===== config.mk =====
export PLATFORM = sky130hd
export DESIGN_NAME = serial_word_deserializer
export DESIGN_NICKNAME = d
export VERILOG_FILES = /design/src/rtl/serial_link_pkg.sv /design/src/rtl/serial_rx_shift_reg.sv /design/src/rtl/serial_word_deserializer.sv
export SDC_FILE = /design/constraint.sdc
export NUM_CORES = 1
export LEC_CHECK = 0
export CAP_MARGIN = 20
export CORE_MARGIN = 5
export CORE_UTILIZATION = 24
export DETAILED_ROUTE_END_ITERATION = 10
export DONT_BUFFER_PORTS = 1
export GPL_TIMING_DRIVEN = 0
export PLACE_DENSITY = 0.36
export SLEW_MARGIN = 5
export SYNTH_ARGS = -nofsm -noshare
export SYNTH_HDL_FRONTEND = slang
export SYNTH_SLANG_ARGS = --single-unit

===== constraint.sdc =====
create_clock -name input_clock1_clk_1 -period 2.25 [get_ports input_clock1_clk_1]
set_clock_uncertainty 0.2 [all_clocks]
set_input_delay 0.225 -clock input_clock1_clk_1 [delete_from_list [all_inputs] [get_ports input_clock1_clk_1]]
set_output_delay 0.225 -clock input_clock1_clk_1 [all_outputs]
set_load 0.005 [all_outputs]

===== src/rtl/serial_link_pkg.sv =====
// Definitions shared by both ends of the serial link: the receive FSM state
// encoding, the default word width and the bit-counter width helper.
package serial_link_pkg;

  typedef enum logic [1:0] {
    IDLE  = 2'd0,
    RECV  = 2'd1,
    STALL = 2'd2
  } rx_state_t;

  localparam int DEFAULT_WIDTH = 4;

  // Counter must hold every value 0..width, hence width+1 states.
  function automatic int count_width(input int width);
    return $clog2(width + 1);
  endfunction

endpackage


===== src/rtl/serial_rx_shift_reg.sv =====
// Shift register plus bit counter for the receive side. Offers a combinational
// preview of the word with the current bit inserted, so the owner can move a
// completed word straight to its output slot on the capturing edge.
module serial_rx_shift_reg
  import serial_link_pkg::*;
#(
  parameter int WIDTH     = DEFAULT_WIDTH,
  parameter bit MSB_FIRST = 1'b1,
  localparam int CW       = count_width(WIDTH)
) (
  input  logic             clk,
  input  logic             rst,
  input  logic             insert,       // shift bit_in into the current word
  input  logic             restart,      // drop the current word, bit_in becomes its first bit
  input  logic             clear,        // empty the register
  input  logic             bit_in,
  output logic [WIDTH-1:0] word,
  output logic [CW-1:0]    count,
  output logic [WIDTH-1:0] ins_word,     // word as it would be after inserting bit_in
  output logic             ins_complete  // inserting bit_in fills the word
);

  logic [WIDTH-1:0] start_word;

  // MSB-first shifts left so the first bit ends in bit WIDTH-1; LSB-first
  // shifts right so the first bit ends in bit 0 after WIDTH insertions.
  always_comb begin
    ins_word   = '0;
    start_word = '0;
    if (MSB_FIRST) begin
      ins_word   = {word[WIDTH-2:0], bit_in};
      start_word = {{(WIDTH-1){1'b0}}, bit_in};
    end else begin
      ins_word   = {bit_in, word[WIDTH-1:1]};
      start_word = {bit_in, {(WIDTH-1){1'b0}}};
    end
  end

  assign ins_complete = (count == CW'(WIDTH - 1));

  // Register update: reset, then clear, then restart, then normal insert.
  always_ff @(posedge clk) begin
    if (rst) begin
      word  <= '0;
      count <= '0;
    end else if (clear) begin
      word  <= '0;
      count <= '0;
    end else if (restart) begin
      word  <= start_word;
      count <= CW'(1);
    end else if (insert) begin
      word  <= ins_word;
      count <= count + CW'(1);
    end
  end

endmodule


===== src/rtl/serial_word_deserializer.sv =====
// Rebuilds WIDTH-bit words from the serializer's bit stream, holds one
// finished word while the consumer stalls, and reports framing/overrun faults.
// Handshake: a word transfers on every rising edge where out_valid and
// out_ready are both 1; out_data does not change while out_valid=1 and
// out_ready=0.
module serial_word_deserializer
  import serial_link_pkg::*;
#(
  parameter int WIDTH     = DEFAULT_WIDTH,
  parameter bit MSB_FIRST = 1'b1,
  localparam int CW       = count_width(WIDTH)
) (
  input  logic             input_clock1_clk_1,
  input  logic             input_push_button1_reset_1,
  input  logic             serial_in,
  input  logic             shift_en,
  input  logic             frame_start,
  input  logic             clear_err,
  output logic [WIDTH-1:0] out_data,
  output logic             out_valid,
  input  logic             out_ready,
  output logic [CW-1:0]    bit_count,
  output logic             framing_err,
  output logic             overrun_err,
  output rx_state_t        state_dbg
);

  logic clk;
  logic rst;
  assign clk = input_clock1_clk_1;
  assign rst = input_push_button1_reset_1;

  rx_state_t        state;
  rx_state_t        state_next;
  logic             sr_insert;
  logic             sr_restart;
  logic             sr_clear;
  logic [WIDTH-1:0] sr_word;
  logic [WIDTH-1:0] sr_ins_word;
  logic             sr_ins_complete;
  logic             slot_free;
  logic             slot_load;
  logic [WIDTH-1:0] slot_word;
  logic             set_framing;
  logic             set_overrun;

  serial_rx_shift_reg #(
    .WIDTH     (WIDTH),
    .MSB_FIRST (MSB_FIRST)
  ) u_shift (
    .clk          (clk),
    .rst          (rst),
    .insert       (sr_insert),
    .restart      (sr_restart),
    .clear        (sr_clear),
    .bit_in       (serial_in),
    .word         (sr_word),
    .count        (bit_count),
    .ins_word     (sr_ins_word),
    .ins_complete (sr_ins_complete)
  );

  // The slot can take a word if empty or being emptied on this same edge.
  assign slot_free = !out_valid || out_ready;
  assign state_dbg = state;

  // State register.
  always_ff @(posedge clk) begin
    if (rst) state <= IDLE;
    else     state <= state_next;
  end

  // Next state plus shift-register, slot and flag controls.
  always_comb begin
    state_next  = state;
    sr_insert   = 1'b0;
    sr_restart  = 1'b0;
    sr_clear    = 1'b0;
    slot_load   = 1'b0;
    slot_word   = sr_ins_word;
    set_framing = 1'b0;
    set_overrun = 1'b0;
    case (state)
      IDLE: begin
        // Unaligned bits are discarded until a frame start arrives.
        if (shift_en && frame_start) begin
          sr_restart = 1'b1;
          state_next = RECV;
        end
      end
      RECV: begin
        if (shift_en) begin
          if (frame_start) begin
            // Realign on the new frame; the partial word is lost.
            sr_restart  = 1'b1;
            set_framing = 1'b1;
          end else if (sr_ins_complete) begin
            if (slot_free) begin
              slot_load  = 1'b1;
              slot_word  = sr_ins_word;
              sr_clear   = 1'b1;
              state_next = IDLE;
            end else begin
              sr_insert  = 1'b1;
              state_next = STALL;
            end
          end else begin
            sr_insert = 1'b1;
          end
        end
      end
      STALL: begin
        // No room anywhere for a new bit; it is dropped even if the held
        // word leaves on this edge.
        if (shift_en) set_overrun = 1'b1;
        if (slot_free) begin
          slot_load  = 1'b1;
          slot_word  = sr_word;
          sr_clear   = 1'b1;
          state_next = IDLE;
        end
      end
      default: state_next = IDLE;
    endcase
  end

  // Output slot: load a finished word, or empty on a handshake.
  always_ff @(posedge clk) begin
    if (rst) begin
      out_data  <= '0;
      out_valid <= 1'b0;
    end else if (slot_load) begin
      out_data  <= slot_word;
      out_valid <= 1'b1;
    end else if (out_valid && out_ready) begin
      out_valid <= 1'b0;
    end
  end

  // Sticky error flags; a new fault outranks a simultaneous clear.
  always_ff @(posedge clk) begin
    if (rst) begin
      framing_err <= 1'b0;
      overrun_err <= 1'b0;
    end else begin
      framing_err <= set_framing || (framing_err && !clear_err);
      overrun_err <= set_overrun || (overrun_err && !clear_err);
    end
  end

endmodule


* Yosys cells after proc, flatten, opt, wreduce, memory -nomap -nowiden *
Cells that the tools add are included.

operators by class
  reductions and logical operators = 15
  equal/unequal tests = 8
  $add $sub $neg = 1
  mux-type cells = 32

operators with widths
  cell                 number
  $mux 1               21
  $mux 2               6
  $ne 2x2->1 const B   5
  $mux 4               2
  $pmux 2 s3           1
  $reduce_and 5->1     1
  $logic_and 1x1->1    4
  $pmux 1 s2           2
  $reduce_bool 2->1    2
  $add 3x1->3 const B  1
  $eq 3x2->1 const B   1
  $logic_or 1x1->1     3
  $reduce_or 3->1      1
  $eq 2x1->1 const B   1
  $eq 2x2->1 const B   1
  $logic_not 1->1      2
  $logic_not 2->1      1
  $reduce_or 2->1      1

storage, ports and cells
  output and inout port bits = 12
  input port bits = 7
  logic and storage cells = 65
  bits in registers = 16

* Longest topological paths before layout *
Gate-level depths: netlist (run 1).

  word-level depth = 9
  gate-level depth with buffers = 7
  mapped depth without buffers = 6

* Modules after synthesis *
From an unflattened synthesis (run 1), not the netlist that was laid out.

second synthesis, totals
  cell total of the unflattened synthesis = 90
  area, all modules = 838.3 um2

by module, submodules not included
  module                    sequential area each (um2)  area each (um2)  cells an instance  instances
  serial_word_deserializer  180.2                       504.2            58                 1
  serial_rx_shift_reg       140.1                       334.1            32                 1

* Worst setup path before layout (run 1) *
No wires, ideal clock.

  path kind = in2reg
  start point = input port u_shift.count[0]
  end point = register u_shift.count[2]
  required time = 1.971 ns
  data arrival time = 1.708 ns
  buffers on the path = 0
  library setup time = 0.079 ns
  path slack = 0.263 ns
  cell stages on the path = 7
  cell sequence = dfxtp_1 > ha_1 > ha_1 > and4b_1 > o211a_1 > or3_4 > a211oi_2

on the way
  word-level cells in the longest chain between the ends = 6
  elaborated cells on any way between the ends = 11
  classes of those cells = 1 x add/sub; 1 x eq/ne; 8 x mux; 1 x reduce/logical

ends and longest elaborated chain
  element                    RTL line                        text
  from (decl)                serial_rx_shift_reg.sv:18       output logic [CW-1:0] count,
  $eq 3x2->1                 serial_rx_shift_reg.sv:39       assign ins_complete = (count == CW'(WIDTH - 1));
  $mux 1                     serial_word_deserializer.sv:97  end else if (sr_ins_complete) begin
  $mux 1                     serial_word_deserializer.sv:93  if (frame_start) begin
  $mux 1                     serial_word_deserializer.sv:92  if (shift_en) begin
  $pmux 1 s2                 serial_word_deserializer.sv:83  case (state)
  $reduce_or 3->1 (no line)  -

Several ways; a longest one is shown, not always the timed one.
A chain may end at the register's enable or synchronous reset.

* Final worst setup path (run 1) *
Same ends and word-level chain as after synthesis.

==> impl_metrics.json, run 1 <==
{
  "run_status": "finished clean",
  "synth_seq_area_share": 0.396,
  "top_layer": "met4",
  "dp_hpwl_mm": 1.34,
  "avgViaCountPerCell": 4.46,
  "fraction_of_final_layout_cells_with_drive_strength_greater_than_1": 0.160,
  "hold_depth": 3,
  "synth_top_area_share": 0.396,
  "final_number_of_max_transition_violations": 0,
  "yosys_warnings": 0,
  "buffer_ports.inserted": 0,
  "die_w_um": 68.1,
  "maximum_fanout_along_the_worst_path": 5,
  "antenna_violations_before_repair": 0,
  "worst_hold_path_type": "in2reg",
  "floorplan.initialDensity": 0.245,
  "wire_length_of_the_first_global_routing_pass_mm": 3.07,
  "worstRegToRegCells": 6,
  "whs_endpoint": "state_dbg[1]",
  "pwr_density_cell_mw_per_mm2": 556,
  "worst_path_max_delay_cell": "or3_4",
  "drt_iter0_drc": 16,
  "max-slew-margin-rel": 0.651,
  "setup.worst_path.class": "reg2reg",
  "final_instance_count_excl_fillers": 140,
  "drtAntennaViolNets": 0,
  "synthesis_to_layout_area_growth_pct": 22.3,
  "route.final.wire_length_mm": 1.89,
  "path_cells": "ha_1 -> ha_1 -> and4b_1 -> o211a_1 -> or3_4 -> a211oi_2",
  "drt-wirelength-per-cell_um": 13.5,
  "root_buffer": "clkbuf_4",
  "placer_congestion": 0.698,
  "layout_worst_path_cycle_share": 0.937,
  "rsz0062_at_grt": "no",
  "ir_drop_mv": 0.219,
  "cp_data_arrival_time_ns": 2.14,
  "clkSinkCount": 16,
  "placedInstanceArea_um2": 867,
  "worst_reg2reg_path_endpoint": "u_shift.count[2]",
  "timing.critical_path.max_delay_family": "simple AND/OR/NAND/NOR gates",
  "synth_area_um2": 810,
  "cts_tree": "built",
  "finalWorstPathRequiredPeriod_ns": 2.11,
  "rr_startpoint": "u_shift.count[0]",
  "post_layout_inst_area_um2": 990,
  "ys_seq_elements": 16,
  "cp_num_buf_inv": 0,
  "wire_length_on_met2_um": 935,
  "total_of_max_cap_violations": 0,
  "boundaryPins": 19,
  "timing.critical_path.mode_cell": "ha_1",
  "route.met3.wl_um": 110,
  "tot_gr_track_use": 0.0914,
  "setup.reg_to_reg.worst_slack_ns": 0.14,
  "antennaDiodeCount": 0,
  "leakagePower_nw": 0.389,
  "pin_count_of_the_biggest_net_entering_global_routing": 11,
  "placeableCoreArea_mm2": 0.00331,
  "syn-instance-count": 81,
  "synth_largest_area_cell": "dfxtp_1",
  "fillerInstances": 384,
  "clock_insertion_delay_at_the_later_pin_of_the_skew_report_ns": 0.29,
  "m1WireLength_um": 829,
  "num_vias": 625,
  "path_clk_slew_ns": 0.11,
  "placement_rows": 21,
  "clk_path_buf_depth": 2,
  "worst_setup_path_end_kind": "register",
  "fin_tns_setup_ns": 0,
  "placed_cells": 127,
  "cts_made_buffers": 3,
  "worst-slew-pin-transition_ns": 0.523,
  "endpoints_failing_setup": 0,
  "worst_setup_path_start_kind": "register",
  "synth.top_cells.by_area": "dfxtp_1 40%, mux2i_1 9.9%, ha_1 7.7%, nor2_1 7.0%, a211oi_1 3.7%",
  "holdCritStartpoint": "frame_start",
  "nets_finish": 107,
  "design.die.area_mm2": 0.00463,
  "grt_pass1_vias": 653,
  "drtPass1Iterations": 4,
  "fmax_ghz": 0.474,
  "cts_max_level": 1,
  "drc": 0,
  "final-hold-violation-count": 0,
  "die_height_um": 68.1,
  "max_stage_delay_ns": 0.41,
  "postSynthNetCount": 93,
  "synth.distinct_cells": 29,
  "worst_ep_required_ns": 2.28,
  "grt_overflow": 0,
  "syn_area_per_cell_um2": 9.99
}
==> worst register-to-register path: stages (launching register included) <==
cell and delay, ns:
dfxtp_2 0.37, ha_1 0.20, ha_1 0.24, and4b_1 0.26
o211a_1 0.23, or3_4 0.41, a211oi_2 0.14
==> sequential cells by signal, summed over array words and instances, names as in the netlist <==
signal and flops:
framing_err 1, u_shift.word 4, out_valid 1, state_dbg 2, overrun_err 1, u_shift.count 3, out_data 4
==> layout by cell type, fill, tap and decap left out, types with 2 or more instances in the layout <==
master and instances:
nand3b_1 2, o21a_1 2, clkbuf_4 3, buf_4 2, a32oi_1 2, a211oi_1 4
mux2i_1 8, o21ai_0 3, o211a_1 2, dlygate4sd3_1 7, inv_1 4, ha_1 5
dfxtp_1 15, nor2_1 15
==> repair_timing <==
action | in CTS | in global routing
setup endpoints to repair | 0 | 2
hold buffers | 7 | 0
setup buffers | 0 | 2
endpoints found under the hold margin | 12 | 0
gates resized for setup | 0 | 1
==> how the worst max path moves through the flow <==
stage                                start          endpoint  slack [ns]  cells past startpoint
after detailed placement  u_shift.count[0]  u_shift.count[0]        0.09                      5
after global routing      u_shift.count[0]  u_shift.count[2]        0.06                      6
final                     u_shift.count[0]  u_shift.count[2]        0.14                      6
after global placement    u_shift.count[0]  u_shift.count[2]        0.12                      6
after CTS                 u_shift.count[0]  u_shift.count[0]        0.06                      5
after floorplan           u_shift.count[0]  u_shift.count[2]        0.26                      6
==> metrics by stage <==
| stage | worst slack, ns | hold slack, ns | total power, W | utilization |
|---|---|---|---|---|
| finish | 0.142 | 0.0143 | 0.000550 | 0.299 |
| global route | 0.0559 | 0.0484 | 0.000583 | 0.299 |
| CTS | 0.0599 | 0.00175 | 0.000565 | 0.294 |
| detailed placement | 0.0855 | 0.107 | 0.000344 | 0.262 |
| global placement | 0.119 | 0.102 | 0.000344 | 0.262 |
| floorplan | 0.263 | 0.101 | 0.000334 | - |
==> layout make-up <==
class / instances / area (um2) / area share
clock buffer: 4 / 36.3 / 0.0367
timing repair buffer: 9 / 85.1 / 0.0860
buffer: 2 / 8.76 / 0.00885
inverter: 4 / 15.0 / 0.0152
multi-input combinational: 59 / 465 / 0.470
tap: 46 / 57.6 / 0.0582
sequential: 16 / 322 / 0.325
==> kinds of logic (layout without fill, tap and decap cells) <==
family | Yosys count | in the layout | share of synthesized area
AND/OR/NAND/NOR | 26 | 26 | 0.184
AO/OA/AOI/OAI | 20 | 20 | 0.215
flip-flops | 16 | 16 | 0.396
multiplexers | 8 | 8 | 0.0989
buffers and inverters | 6 | 19 | 0.0294
adder cells (fa/ha/maj) | 5 | 5 | 0.0773
==> synthesized netlist by cell type <==
cell type   n
dfxtp_1    16
nor2_1     15
mux2i_1     8
ha_1        5
a211oi_1    4
inv_1       4
o21ai_0     3
a32oi_1     2
nand3b_1    2
o211a_1     2
o21a_1      2
a2111oi_2   1
a211oi_2    1
a211oi_4    1
a21o_1      1
a21oi_1     1
a22o_1      1
a22oi_1     1
and3b_1     1
and4b_1     1
buf_2       1
clkbuf_1    1
nand2_1     1
nand2_2     1
nand2b_4    1
nor2b_1     1
nor3_2      1
nor3b_1     1
or3_4       1
==> where the power goes <==
part	internal, W	total [W]	switching (W)
sequential	0.000289	0.000295	0.00000602
clock	0.0000985	0.000201	0.000103
combinational	0.0000274	0.0000541	0.0000267
total	0.000414	0.000550	0.000135
==> per-layer routing <==
metal,up-vias,GRT usage
met4,0,0.0149
met3,2,0.0476
met2,12,0.162
met5,-,0
met1,293,0.0971
li1,318,-
(Power assumes the default switching activity.)
==> run 2, diff against run 1 <==
--- a/config.mk
+++ b/config.mk
@@ -11,7 +11,7 @@
 export DETAILED_ROUTE_END_ITERATION = 10
 export DONT_BUFFER_PORTS = 1
 export GPL_TIMING_DRIVEN = 0
-export PLACE_DENSITY = 0.36
+export PLACE_DENSITY_LB_ADDON = 0.2
 export SLEW_MARGIN = 5
 export SYNTH_ARGS = -nofsm -noshare
 export SYNTH_HDL_FRONTEND = slang
==> run 2 against run 1 <==
Net effect:
- final area down 1.6%
- clock power shrank 3%
- count of clock-buffer cells in the layout stayed put
- via count shrank 0.32%
- cell count down 1.4%
- core utilization shrank 0.49 points
==> impl_metrics.json, run 2 (synthesis gave the netlist of run 1 again) <==
{
  "run_status": "finished clean",
  "buffer_ports.inserted": 0,
  "max-slew-margin-rel": 0.611,
  "root_buffer": "clkbuf_4",
  "power.share.combinational": 0.096,
  "layout_worst_path_cycle_share": 0.942,
  "wire_length_of_the_first_global_routing_pass_mm": 3.15,
  "pwr_density_cell_mw_per_mm2": 555,
  "clock_insertion_delay_at_the_later_pin_of_the_skew_report_ns": 0.29,
  "tot_gr_track_use": 0.0926,
  "die_w_um": 68.1,
  "placer_congestion": 0.772,
  "avgViaCountPerCell": 4.51,
  "switching_power_w": 0.000127,
  "wire_length_on_met2_um": 916,
  "top_layer": "met4",
  "die_height_um": 68.1,
  "maximum_fanout_along_the_worst_path": 5,
  "drtAntennaViolNets": 0,
  "worst_ep_required_ns": 2.27,
  "total_of_max_cap_violations": 0,
  "placeableCoreArea_mm2": 0.00331,
  "path_clk_slew_ns": 0.10,
  "cts_tree": "built",
  "route.final.wire_length_mm": 1.92,
  "ir_drop_mv": 0.246,
  "layout.cells.most_common": "dfxtp_1",
  "post_cts.repair.setup_buffers": 0,
  "drtPass1Iterations": 4,
  "placed_cells": 127,
  "final-hold-violation-count": 0,
  "clkSinkCount": 16,
  "power.sequential.fraction": 0.545,
  "total_power_w": 0.000540,
  "cell_internal_pwr_w": 0.000413,
  "boundaryPins": 19,
  "worst-slew-pin-transition_ns": 0.581,
  "final_instance_count_excl_fillers": 138,
  "setup.worst_path.class": "reg2reg",
  "num_vias": 623,
  "cp_data_arrival_time_ns": 2.14,
  "synthesis_to_layout_area_growth_pct": 20.2,
  "sw_frac_of_total": 0.236,
  "m1WireLength_um": 829,
  "endpoints_failing_setup": 0,
  "grt_pass1_vias": 667,
  "pre_cts_ws_ns": 0.126,
  "fin_tns_setup_ns": 0,
  "floorplan.initialDensity": 0.245,
  "drt-wirelength-per-cell_um": 13.9,
  "worst_setup_path_end_kind": "register",
  "leakagePower_nw": 0.378,
  "worst_setup_path_start_kind": "register",
  "grt_overflow": 0,
  "nets_finish": 105,
  "antenna_violations_before_repair": 0,
  "pwr-share-clk": 0.359,
  "pin_count_of_the_biggest_net_entering_global_routing": 11,
  "largest_registers_ranked_by_flip_flop_count": "out_data (4), u_shift.word (4), u_shift.count (3)",
  "most-common-layout-cells": "16 x dfxtp_1, 15 x nor2_1, 8 x mux2i_1",
  "antennaDiodeCount": 0,
  "fillerInstances": 380,
  "drc": 0,
  "cts_made_buffers": 3,
  "clk_path_buf_depth": 2,
  "final_critical_path_setup_slack_ns": 0.131,
  "fmax_ghz": 0.472,
  "placement_rows": 21,
  "drt_iter0_drc": 27,
  "rsz0062_at_grt": "no",
  "worst_hold_path_type": "in2reg",
  "fraction_of_final_layout_cells_with_drive_strength_greater_than_1": 0.130,
  "route.met3.wl_um": 158,
  "design.die.area_mm2": 0.00463,
  "cts_max_level": 1,
  "final_number_of_max_transition_violations": 0,
  "finalWorstPathRequiredPeriod_ns": 2.12,
  "dp_hpwl_mm": 1.37
}
==> run 2: changes by cell type in the layout (fill, tap and decap cells not counted), sizes merged <==
cell / delta
buf: -2
==> run 2: area by class of cell <==
| class | instances | area, um2 | area share |
|---|---|---|---|
| multi-input cells | 59 | 465 | 0.478 |
| flip-flops and latches | 16 | 320 | 0.329 |
| repair buffers | 7 | 70.1 | 0.0720 |
| well taps | 46 | 57.6 | 0.0591 |
| clock buffers | 4 | 36.3 | 0.0373 |
| inverters | 4 | 15.0 | 0.0154 |
| plain buffers | 2 | 8.76 | 0.00900 |
==> run 2: timing repair <==
action                                 in CTS  in global routing
setup endpoints to repair                   0                  1
endpoints found under the hold margin      11                  0
gates resized for setup                     0                  0
hold buffers                                7                  0
==> run 2: stage by stage <==
step / util / hold slack (ns) / area, um2
after CTS: 0.294 / 0.000384 / 973
after detailed placement: 0.262 / 0.105 / 867
after floorplan: - / 0.101 / 810
after global placement: 0.262 / 0.103 / 867
after global routing: 0.294 / 0.00916 / 973
final: 0.294 / 0.0152 / 973
==> run 2: power groups by stage <==
stage               registers (W)  clock network [W]  logic [W]
floorplan                0.000299                  0  0.0000350
global placement         0.000301                  0  0.0000416
detailed placement       0.000301                  0  0.0000424
CTS                      0.000295           0.000207  0.0000528
global route             0.000295           0.000219  0.0000590
finish                   0.000294           0.000194  0.0000520
==> run 2: layer usage <==
layer  vias to the layer above  track usage
li1                        318            -
met1                       287        0.112
met2                        16        0.147
met3                         2       0.0443
met4                         0       0.0223
met5                         -            0
==> run 2: worst max-delay path, stage by stage (launching register included) <==
cell and delay (ns):
dfxtp_1 0.38, ha_1 0.22, ha_1 0.23, and4b_1 0.25, o211a_1 0.23, or3_4 0.41
a211oi_2 0.14
==> run 2: worst paths after layout <==
path                    start               end  slack, ns  cells past startpoint
max          u_shift.count[0]  u_shift.count[2]       0.13                      6
min reg2reg   u_shift.word[3]   u_shift.word[3]       0.31                      2
max reg2reg  u_shift.count[0]  u_shift.count[2]       0.13                      6
min                 out_ready      state_dbg[1]       0.02                      3
==> run 3, diff against run 2 <==
--- a/config.mk
+++ b/config.mk
@@ -12,6 +12,7 @@
 export DONT_BUFFER_PORTS = 1
 export GPL_TIMING_DRIVEN = 0
 export PLACE_DENSITY_LB_ADDON = 0.2
+export REMOVE_ABC_BUFFERS = 1
 export SLEW_MARGIN = 5
 export SYNTH_ARGS = -nofsm -noshare
 export SYNTH_HDL_FRONTEND = slang
==> run 3 against run 2 <==
Net effect:
- die area is the same
- final area grew 3.1%
- cell count increased by 0.72%
- setup slack worse by 0.030 ns
- hold slack improved by 0.0031 ns
- core utilization up 0.91 points
- sequential power barely moved
- largest power group unchanged
- highest routed layer unchanged
==> impl_metrics.json, run 3 (synthesis gave the netlist of run 1 again) <==
{
  "placer_congestion": 0.668,
  "buffer_ports.inserted": 0,
  "wire_length_of_the_first_global_routing_pass_mm": 2.76,
  "endpoints_failing_setup": 0,
  "avgViaCountPerCell": 4.40,
  "top_layer": "met4",
  "pin_count_of_the_biggest_net_entering_global_routing": 13,
  "synthesis_to_layout_area_growth_pct": 24.0,
  "antennaDiodeCount": 0,
  "route.final.wire_length_mm": 1.68,
  "setup.worst_path.class": "reg2reg",
  "root_buffer": "clkbuf_4",
  "worst_ep_required_ns": 2.23,
  "fraction_of_final_layout_cells_with_drive_strength_greater_than_1": 0.194,
  "cts_made_buffers": 3,
  "die_w_um": 68.1,
  "placeableCoreArea_mm2": 0.00331,
  "run_status": "finished clean",
  "finalWorstPathRequiredPeriod_ns": 2.15,
  "worst-slew-pin-transition_ns": 0.597,
  "fmax_ghz": 0.465,
  "m1WireLength_um": 777,
  "layout_worst_path_cycle_share": 0.955,
  "cp_data_arrival_time_ns": 2.13,
  "pre_cts_ws_ns": -0.0538,
  "whs_ns": 0.0183,
  "cts_max_level": 1,
  "grt_pass1_vias": 587,
  "antenna_violations_before_repair": 0,
  "clk_path_buf_depth": 2,
  "maximum_fanout_along_the_worst_path": 4,
  "total_power_w": 0.000536,
  "rsz0062_at_grt": "no",
  "final_instance_count_excl_fillers": 139,
  "final-hold-violation-count": 0,
  "placed_cells": 125,
  "boundaryPins": 19,
  "ir_drop_mv": 0.255,
  "floorplan.initialDensity": 0.245,
  "most-common-layout-cells": "15 x nor2_1, 14 x dfxtp_1, 8 x mux2i_1, 8 x dlygate4sd3_1",
  "worst_setup_path_end_kind": "register",
  "tot_gr_track_use": 0.0793,
  "die_height_um": 68.1,
  "dp_hpwl_mm": 1.22,
  "route.met3.wl_um": 128,
  "max-slew-margin-rel": 0.601,
  "layout.cells.most_common": "nor2_1",
  "drt_iter0_drc": 17,
  "num_vias": 612,
  "grt_overflow": 0,
  "design.die.area_mm2": 0.00463,
  "drtAntennaViolNets": 0,
  "cts_tree": "built",
  "drtPass1Iterations": 3,
  "leakagePower_nw": 0.376,
  "pwr_density_cell_mw_per_mm2": 535,
  "final_number_of_max_transition_violations": 0,
  "clkSinkCount": 16,
  "worst_hold_path_type": "in2reg",
  "drc": 0,
  "wire_length_on_met2_um": 766,
  "clock_insertion_delay_at_the_later_pin_of_the_skew_report_ns": 0.28,
  "post-route-util": 0.303,
  "path_clk_slew_ns": 0.10,
  "total_of_max_cap_violations": 0,
  "nets_finish": 106,
  "drt-wirelength-per-cell_um": 12.1,
  "final_critical_path_setup_slack_ns": 0.101,
  "largest_registers_ranked_by_flip_flop_count": "out_data (4), u_shift.word (4), u_shift.count (3)",
  "worst_setup_path_start_kind": "register",
  "placement_rows": 21
}
==> run 3: repair_timing <==
item,CTS,global route
setup endpoints to repair,5,5
gates cloned,0,0
hold endpoints to repair,16,0
gates resized for setup,2,4
hold buffers,8,0
buffers inserted,0,2
==> run 3: critical path, stage by stage, from the launching register on <==
cell and delay (ns):
dfxtp_2 0.36, ha_1 0.21, ha_2 0.20, and4b_2 0.27, o21ai_0 0.15, a21oi_1 0.08, dlygate4sd3_1 0.58
==> run 3: area by class of cell <==
class	count	area (um2)
Fill cell	369	2310
Multi-Input combinational cell	59	477
Sequential cell	16	323
Timing Repair Buffer	10	95.1
Tap cell	46	57.6
Clock buffer	4	36.3
Inverter	4	15.0
==> run 3: path summary, 6_finish.rpt <==
kind | slack (ns) | depth (start not counted) | endpoint | from
worst max-delay path | 0.10 | 6 | out_valid | u_shift.count[0]
worst min-delay path | 0.02 | 3 | state_dbg[1] | shift_en
worst max register to register | 0.10 | 6 | out_valid | u_shift.count[0]
worst min register to register | 0.29 | 1 | u_shift.count[0] | u_shift.count[0]
==> run 3: report_power, final <==
group | leakage (nW) | switching [W] | internal [W]
Combinational | 0.225 | 0.0000251 | 0.0000271
Clock | 0.0210 | 0.0000914 | 0.0000984
Sequential | 0.130 | 0.00000592 | 0.000288
==> run 3: stage by stage <==
stage          TNS [ns]  instance area [um2]
2_1_floorplan         0                  801
3_3_place_gp    -0.0354                  858
3_5_place_dp    -0.0877                  858
4_1_cts               0                  982
5_1_grt               0                 1000
6_report              0                 1000
==> run 3: per-layer routing <==
| metal | global-route usage | up-vias |
|---|---|---|
| met5 | 0 | - |
| met4 | 0.00744 | 0 |
| met3 | 0.0476 | 2 |
| met2 | 0.130 | 15 |
| met1 | 0.0915 | 276 |
| li1 | - | 319 |
